$ cat src/rtl/phase_sequencer_if.sv
// Handshake bundle between the phase sequencer and its datapath.
// The master side drives the run/stop requests and done pulses; the sequencer is the slave.
interface phase_sequencer_if #(
    parameter int unsigned PHASE_WIDTH = 2,
    parameter int unsigned COUNT_WIDTH = 8
);
    logic                   enable;
    logic                   done;
    logic                   halt;
    logic                   start;
    logic [PHASE_WIDTH-1:0] phase;
    logic [COUNT_WIDTH-1:0] count;
    logic                   busy;
    logic                   halted;
    logic                   timeout;

    modport master (
        output enable, done, halt,
        input  start, phase, count, busy, halted, timeout
    );

    modport slave (
        input  enable, done, halt,
        output start, phase, count, busy, halted, timeout
    );
endinterface

$ cat src/rtl/phase_sequencer.sv
// Multi-phase instruction sequencer: issues each phase, waits for done, counts instructions.
// Optional WAIT-phase watchdog enabled by defining PHASE_TIMEOUT_EN.
module phase_sequencer #(
    parameter int unsigned COUNT_WIDTH    = 8,
    parameter int unsigned NUM_PHASES     = 4,
    parameter int unsigned PHASE_WIDTH    = 2,
    parameter int unsigned TIMEOUT_CYCLES = 16
) (
    input logic               clk,
    input logic               reset,
    phase_sequencer_if.slave  bus
);
    typedef enum logic [1:0] {IDLE, ISSUE, WAIT, HALT} state_t;

    localparam logic [PHASE_WIDTH-1:0] LAST_PHASE = PHASE_WIDTH'(NUM_PHASES - 1);

    if (NUM_PHASES < 2 || NUM_PHASES > 16 || PHASE_WIDTH < $clog2(NUM_PHASES) ||
        TIMEOUT_CYCLES == 0) begin : g_param_check
        $error("phase_sequencer: illegal parameter combination");
    end

    state_t                 state_q, state_d;
    logic [PHASE_WIDTH-1:0] phase_q, phase_d;
    logic [COUNT_WIDTH-1:0] count_q, count_d;

`ifdef PHASE_TIMEOUT_EN
    localparam int unsigned WCNT_W = $clog2(TIMEOUT_CYCLES + 1);
    localparam logic [WCNT_W-1:0] WCNT_LAST = WCNT_W'(TIMEOUT_CYCLES - 1);

    logic [WCNT_W-1:0] wcnt_q, wcnt_d;
    logic              timeout_q, timeout_d;
`endif

    always_ff @(posedge clk or posedge reset) begin
        if (reset) begin
            state_q   <= IDLE;
            phase_q   <= '0;
            count_q   <= '0;
`ifdef PHASE_TIMEOUT_EN
            wcnt_q    <= '0;
            timeout_q <= 1'b0;
`endif
        end else begin
            state_q   <= state_d;
            phase_q   <= phase_d;
            count_q   <= count_d;
`ifdef PHASE_TIMEOUT_EN
            wcnt_q    <= wcnt_d;
            timeout_q <= timeout_d;
`endif
        end
    end

    always_comb begin
        state_d   = state_q;
        phase_d   = phase_q;
        count_d   = count_q;
`ifdef PHASE_TIMEOUT_EN
        wcnt_d    = wcnt_q;
        timeout_d = timeout_q;
`endif
        unique case (state_q)
            IDLE: begin
                if (bus.halt)        state_d = HALT;
                else if (bus.enable) state_d = ISSUE;
            end
            ISSUE: begin
                state_d = WAIT;
`ifdef PHASE_TIMEOUT_EN
                wcnt_d  = '0;
`endif
            end
            WAIT: begin
                if (bus.done) begin
                    // enable/halt only matter once the final phase of an instruction completes
                    if (phase_q != LAST_PHASE) begin
                        phase_d = phase_q + 1'b1;
                        state_d = ISSUE;
                    end else begin
                        phase_d = '0;
                        count_d = count_q + 1'b1;
                        if (bus.halt)        state_d = HALT;
                        else if (bus.enable) state_d = ISSUE;
                        else                 state_d = IDLE;
                    end
                end
`ifdef PHASE_TIMEOUT_EN
                else if (wcnt_q == WCNT_LAST) begin
                    timeout_d = 1'b1;
                    state_d   = HALT;
                end else begin
                    wcnt_d = wcnt_q + 1'b1;
                end
`endif
            end
            HALT: state_d = HALT;
            default: state_d = IDLE;
        endcase
    end

    assign bus.start  = (state_q == ISSUE);
    assign bus.busy   = (state_q == ISSUE) || (state_q == WAIT);
    assign bus.halted = (state_q == HALT);
    assign bus.phase  = phase_q;
    assign bus.count  = count_q;
`ifdef PHASE_TIMEOUT_EN
    assign bus.timeout = timeout_q;
`else
    assign bus.timeout = 1'b0;
`endif
endmodule

$ cat src/flat_wrapper.sv
// flat-port wrapper written by rule: the top's interface ports become plain ports
module phase_sequencer_flat 
#(
    parameter int unsigned COUNT_WIDTH    = 8,
    parameter int unsigned NUM_PHASES     = 4,
    parameter int unsigned PHASE_WIDTH    = 2,
    parameter int unsigned TIMEOUT_CYCLES = 16
)
  (clk, reset, bus_enable, bus_done, bus_halt, bus_start, bus_phase, bus_count, bus_busy, bus_halted, bus_timeout);
  phase_sequencer_if #(.PHASE_WIDTH(PHASE_WIDTH), .COUNT_WIDTH(COUNT_WIDTH)) bus_i ();
  input logic clk;
  input logic reset;
  input wire logic [$bits(bus_i.enable)-1:0] bus_enable;
  input wire logic [$bits(bus_i.done)-1:0] bus_done;
  input wire logic [$bits(bus_i.halt)-1:0] bus_halt;
  output wire logic [$bits(bus_i.start)-1:0] bus_start;
  output wire logic [$bits(bus_i.phase)-1:0] bus_phase;
  output wire logic [$bits(bus_i.count)-1:0] bus_count;
  output wire logic [$bits(bus_i.busy)-1:0] bus_busy;
  output wire logic [$bits(bus_i.halted)-1:0] bus_halted;
  output wire logic [$bits(bus_i.timeout)-1:0] bus_timeout;
  assign bus_i.enable = bus_enable;
  assign bus_i.done = bus_done;
  assign bus_i.halt = bus_halt;
  assign bus_start = bus_i.start;
  assign bus_phase = bus_i.phase;
  assign bus_count = bus_i.count;
  assign bus_busy = bus_i.busy;
  assign bus_halted = bus_i.halted;
  assign bus_timeout = bus_i.timeout;
  phase_sequencer #(.COUNT_WIDTH(COUNT_WIDTH), .NUM_PHASES(NUM_PHASES), .PHASE_WIDTH(PHASE_WIDTH), .TIMEOUT_CYCLES(TIMEOUT_CYCLES)) u_core (.clk(clk), .reset(reset), .bus(bus_i));
endmodule
$ cat config.mk
export PLATFORM = sky130hd
export DESIGN_NAME = phase_sequencer_flat
export DESIGN_NICKNAME = d
export VERILOG_FILES = /design/src/rtl/phase_sequencer_if.sv /design/src/rtl/phase_sequencer.sv /design/src/flat_wrapper.sv
export SDC_FILE = /design/constraint.sdc
export NUM_CORES = 1
export LEC_CHECK = 0
export BUFFER_PORTS_ARGS = -buffer_cell sky130_fd_sc_hd__buf_4
export CORE_MARGIN = 4
export CORE_UTILIZATION = 30
export CTS_CLUSTER_SIZE = 28
export DETAILED_ROUTE_END_ITERATION = 8
export PLACE_DENSITY = 0.57
export REMOVE_ABC_BUFFERS = 1
export SLEW_MARGIN = 20
export SYNTH_ARGS = -nofsm -noshare
export SYNTH_HDL_FRONTEND = slang
export SYNTH_SLANG_ARGS = --single-unit
$ cat constraint.sdc
create_clock -name clk -period 1.5 [get_ports clk]
set_clock_uncertainty 0.15 [all_clocks]
set_input_delay 0.3 -clock clk [delete_from_list [all_inputs] [get_ports clk]]
set_output_delay 0.3 -clock clk [all_outputs]
set_load 0.05 [all_outputs]
==> results_dict.tcl, run 1 <==
set metrics [dict create \
    place_area_um2 871 \
    seq_power_share 0.236 \
    ir_drop_uv 1290 \
    fin_ws_ns -0.160 \
    io_buffers 17 \
    period_share 1.11 \
    postSynthAreaPerCell_um2 11.0 \
    power_density_nw_per_um2 2080 \
    grt_max_degree 13 \
    synth-seq-cells 12 \
    hpwl_um 1090 \
    clkTransAtPathRegs_ns 0.07 \
    die-area_um2 2970 \
    synthMostInstantiatedCell "dfrtp_1" \
    ys_types 21 \
    arrival_ns 1.21 \
    ys_seq_area_frac 0.462 \
    fp.dieH_um 54.5 \
    vias 514 \
    clock_power_share 0.093 \
    boundaryPins 19 \
    syn_area_um2 649 \
    synthFlopType "dfrtp_1" \
    synthTopCellsByArea "dfrtp_1, ha_1, xor2_1, mux2_2, nand4_1" \
    status "complete, but fails checks" \
    cts.sinks 12 \
    path_class "reg -> out" \
    route.detailed.drc 0 \
    layout_min_cycle_time_ns 1.66 \
    yosysWarningCount 0 \
    p_leak_nw 0.493 \
    antenna_found_initial 0 \
    p_sw_frac 0.457 \
    cts_made_buffers 3 \
    drive_above_1_share 0.477 \
    cts_root_buf "clkbuf_4" \
    tritoncts "yes" \
    fp.dieW_um 54.5 \
    crit_path_start_kind "flop" \
    h-tree-depth 1 \
    synth_top_area_share 0.462 \
    ant_nets 0 \
    netlist_instances 59 \
    p_switching_mw 0.915 \
    seq_area_um2 300 \
    r2r_slack_ns -0.13 \
    final_cell_count_no_fill 115 \
    min_from "bus_done" \
    clk_latency_ns 0.27 \
    rows 16 \
    r2r_end "u_core.state_q[1]$_DFFE_PP0P_" \
    finalSetupViolations 5 \
    grt_pass1_wl_um 2100 \
    drt_pass1_iterations 4 \
    drtIter0Drc 3 \
    slew_viol_final 0 \
    async_flop_share 1.00 \
    globalRoute.totalOverflow 0 \
    clockBufferDepth 2 \
    num-fill-cells 188 \
    yosysTopAreaCell "dfrtp_1" \
    antenna_cells 0 \
    power_frac_comb 0.671 \
    whs_ns 0.218 \
    wl_per_cell_um 11.8 \
    min_path_type "in -> reg" \
    syn2layout_area_growth_pct 48.7 \
    path_cells "buf_6 > inv_6 > ha_4 > buf_8" \
    crit_fanout 3 \
    rsz0062_at_grt "yes" \
    rr_worst_depth 6 \
    whs_endpoint "u_core.bus.count[2]$_DFFE_PP0P_" \
    drv_cap 0 \
    finalHoldViolations 0 \
    dp_cells 111 \
    grt_pass1_vias 472 \
    hold_path_depth 3 \
    preCtsSetupSlack_ns -0.115 \
    synth_edf_count 0 \
    grt_usage 0.104 \
    multiInputGateArea_um2 358 \
    core-area_um2 2000 \
    end_kind "output port" \
    via_per_inst 4.47 \
    clock.fmax_mhz 602 \
    critPathMaxStageDelay_ns 0.40 \
    cp_slowest_cell "dfrtp_1" \
    start_util 0.324 \
    stdcell_area_um2 966 \
    wl_um 1350 \
    rr_startpoint "u_core.state_q[0]$_DFFE_PP0P_" \
    cp.required_ns 1.05 \
    layout.nets 102 \
    gp_congestion 0.766 \
    synth_common_cells "dfrtp_1, ha_1, nor2_1, xor2_1, inv_1" \
    intPower_mw 1.09 \
    violations "negative setup slack" \
]
stage by stage:
stage | setup TNS, ns | util | power, mW
after CTS | -0.886 | 0.474 | 1.98
after global placement | -0.209 | 0.435 | 1.61
after global routing | -1.23 | 0.483 | 2.13
final | -0.562 | 0.483 | 2.00
after detailed placement | -0.182 | 0.435 | 1.63
after floorplan | -1.60 | - | 1.24
flip-flops by register name, indices dropped and copies added (netlist names):
signal	count
u_core.state_q	2
u_core.bus.count	8
u_core.bus.phase	2
critical path: cells and delay by family, from the launching register on:
family,cells,cell delay (ns)
DFF,1,0.40
buffers and inverters,3,0.34
adders and majority gates,1,0.20
per-layer routing:
metal  part of all wire  up-vias  GRT usage  wire length, um
met5                  0        -          0                0
met4                  0        0     0.0249                0
met3              0.069        0     0.0490               94
met2               0.47       15      0.151              637
met1               0.46      243      0.138              620
li1                   -      256          -                -
layout by cell type (no fill, tap or decap), drive strengths merged, types with 2 or more instances in the layout:
cell type / synthesis / layout
ha: 7 / 7
nand2: 3 / 3
dfrtp: 12 / 12
nand3: 2 / 2
clkbuf: 0 / 3
a21oi: 2 / 2
nand4: 3 / 3
inv: 4 / 4
nor3: 3 / 3
buf: 1 / 26
mux2: 3 / 3
xor2: 5 / 5
xnor2: 2 / 2
nor2: 5 / 5
power groups by stage:
stage                     clock network (mW)  registers (mW)  logic (mW)
after floorplan                            0           0.659       0.577
after global placement                     0           0.466        1.15
after detailed placement                   0           0.474        1.15
after CTS                              0.196           0.471        1.31
after global routing                   0.206           0.479        1.45
final                                  0.187           0.473        1.34
area by class of cell:
type | count | share of cell area
sequential | 12 | 0.311
multi-input combinational | 42 | 0.370
tap | 27 | 0.0350
inverter | 4 | 0.0207
clock buffer | 3 | 0.0233
timing repair buffer | 27 | 0.240
cells by family (layout without fill, tap and decap cells):
logic type               Yosys count  count (layout)  synth area share
adder cells (fa/ha/maj)            7               7             0.135
other                              1               1           0.00577
XOR/XNOR                           7               7            0.0944
multiplexers                       4               4            0.0674
buffers and inverters              5              34            0.0347
flip-flops                        12              12             0.462
AND/OR/NAND/NOR                   18              18             0.145
AO/OA/AOI/OAI                      5               5            0.0559
worst max-delay path by stage:
stage,startpoint,to,slack (ns),cells after the start
after floorplan,u_core.bus.phase[0]$_DFFE_PP0P_,u_core.state_q[0]$_DFFE_PP0P_,-0.38,4
after global placement,u_core.state_q[0]$_DFFE_PP0P_,u_core.state_q[1]$_DFFE_PP0P_,-0.13,5
after detailed placement,u_core.state_q[0]$_DFFE_PP0P_,u_core.state_q[1]$_DFFE_PP0P_,-0.12,5
after CTS,u_core.state_q[1]$_DFFE_PP0P_,bus_busy,-0.17,4
after global routing,u_core.state_q[1]$_DFFE_PP0P_,bus_busy,-0.20,4
final,u_core.state_q[1]$_DFFE_PP0P_,bus_busy,-0.16,4
timing repair:
item | in CTS | in global routing
hold buffers | 1 | 0
resized for setup | 11 | 6
cloned | 0 | 0
hold endpoints to repair | 12 | 0
setup endpoints to repair | 10 | 13
pin swaps | 0 | 1
buffers inserted | 0 | 0
Power figures use the tool's default switching activity.
==> run 2: changes to the inputs <==
PLACE_DENSITY = default   (was 0.57)
PLACE_DENSITY_LB_ADDON = 0.05   (was default)
==> results_dict.tcl, run 2 (synthesis results as in run 1) <==
set metrics [dict create \
    status "complete, but fails checks" \
    violations "negative setup slack" \
    power_density_nw_per_um2 2110 \
    final_common_cell "buf_4" \
    grt_usage 0.124 \
    arrival_ns 1.20 \
    r2r_end "u_core.bus.phase[1]$_DFFE_PP0P_" \
    start_util 0.324 \
    end_kind "output port" \
    wl_per_cell_um 12.8 \
    min_from "bus_done" \
    crit_path_start_kind "flop" \
    antenna_cells 0 \
    place_area_um2 893 \
    ir_drop_uv 1300 \
    drv_cap 0 \
    period_share 1.10 \
    use_met2 0.167 \
    clkTransAtPathRegs_ns 0.07 \
    grt_pass1_wl_um 2480 \
    rows 16 \
    cp.required_ns 1.05 \
    core-area_um2 2000 \
    h-tree-depth 1 \
    cts_made_buffers 3 \
    crit_fanout 2 \
    globalRoute.totalOverflow 0 \
    grt_pass1_vias 548 \
    largest_register_ffs 8 \
    rr_worst_depth 7 \
    drt_pass1_iterations 3 \
    met1_usage 0.164 \
    finalPower_mw 2.46 \
    slew_viol_final 0 \
    cts_root_buf "clkbuf_4" \
    stdcell_area_um2 1170 \
    hold_path_depth 3 \
    rr_startpoint "u_core.state_q[0]$_DFFE_PP0P_" \
    fp.dieW_um 54.5 \
    clockBufferDepth 2 \
    whs_endpoint "u_core.bus.count[2]$_DFFE_PP0P_" \
    gp_congestion 0.809 \
    ant_nets 0 \
    via_per_inst 4.47 \
    wl_um 1610 \
    busiest_layer "met2" \
    finalHoldViolations 0 \
    layout_common_cells "buf_4, dfrtp_1, buf_6" \
    dp_cells 114 \
    finalSetupViolations 6 \
    boundaryPins 19 \
    vias 559 \
    fp.dieH_um 54.5 \
    route.detailed.drc 0 \
    final_cell_count_no_fill 125 \
    tritoncts "yes" \
    layout_min_cycle_time_ns 1.65 \
    hpwl_um 1030 \
    fin_ws_ns -0.152 \
    syn2layout_area_growth_pct 79.6 \
    antenna_found_initial 0 \
    die-area_um2 2970 \
    io_buffers 17 \
    path_class "reg -> out" \
    clk_latency_ns 0.27 \
    layout.nets 112 \
    num-fill-cells 172 \
    cts.sinks 12 \
    drtIter0Drc 4 \
    drive_above_1_share 0.643 \
    rsz0062_at_grt "yes" \
    min_path_type "in -> reg" \
    use_met3 0.0545 \
    clock.fmax_mhz 605 \
    grt_max_degree 13 \
    r2r_slack_ns -0.09 \
    p_leak_nw 0.568 \
]
## run 2: routing by layer
metal	vias to the layer above	wire length (um)
met1	264	751
met2	17	702
li1	276	-
met5	-	0
met4	0	18
met3	2	133
## run 2: worst max-delay path by stage
stage / slack (ns) / from / end
floorplan: -0.38 / u_core.bus.phase[0]$_DFFE_PP0P_ / u_core.state_q[0]$_DFFE_PP0P_
global placement: -0.13 / u_core.state_q[1]$_DFFE_PP0P_ / u_core.state_q[1]$_DFFE_PP0P_
detailed placement: -0.09 / u_core.state_q[1]$_DFFE_PP0P_ / u_core.state_q[1]$_DFFE_PP0P_
CTS: -0.16 / u_core.state_q[0]$_DFFE_PP0P_ / bus_busy
global route: -0.22 / u_core.state_q[0]$_DFFE_PP0P_ / bus_busy
finish: -0.15 / u_core.state_q[0]$_DFFE_PP0P_ / bus_busy
## run 2: power breakdown
part	leakage (nW)	internal, mW	switching, mW
sequential	0.156	0.409	0.102
clock	0.0138	0.0929	0.104
combinational	0.398	0.874	0.876
total	0.568	1.38	1.08
## run 2: area by class of cell
class | count | area [um2] | share of cell area
Clock buffer | 3 | 22.5 | 0.0193
Sequential cell | 12 | 302 | 0.259
Inverter | 4 | 17.5 | 0.0150
Tap cell | 27 | 33.8 | 0.0290
Multi-Input combinational cell | 42 | 473 | 0.406
Timing Repair Buffer | 37 | 318 | 0.273
## run 2: timing repair
action | 4_1_cts | 5_1_grt
setup buffers | 2 | 5
pin swaps | 2 | 8
hold buffers | 1 | 0
endpoints found under the setup margin | 9 | 11
resized for setup | 16 | 26
endpoints found under the hold margin | 12 | 0
## run 2: critical path: stages, from the launching register on
cell     delay (ns)
dfrtp_1        0.37
inv_2          0.05
buf_6          0.12
ha_4           0.26
buf_8          0.14
## run 2: per-stage QoR
stage / utilization / hold slack [ns] / setup TNS, ns / setup WS, ns
2_1_floorplan: - / 0.0147 / -1.60 / -0.384
3_3_place_gp: 0.446 / 0.207 / -0.199 / -0.134
3_5_place_dp: 0.446 / 0.206 / -0.219 / -0.0866
4_1_cts: 0.505 / 0.227 / -0.619 / -0.156
5_1_grt: 0.583 / 0.277 / -1.35 / -0.220
6_report: 0.583 / 0.273 / -0.561 / -0.152
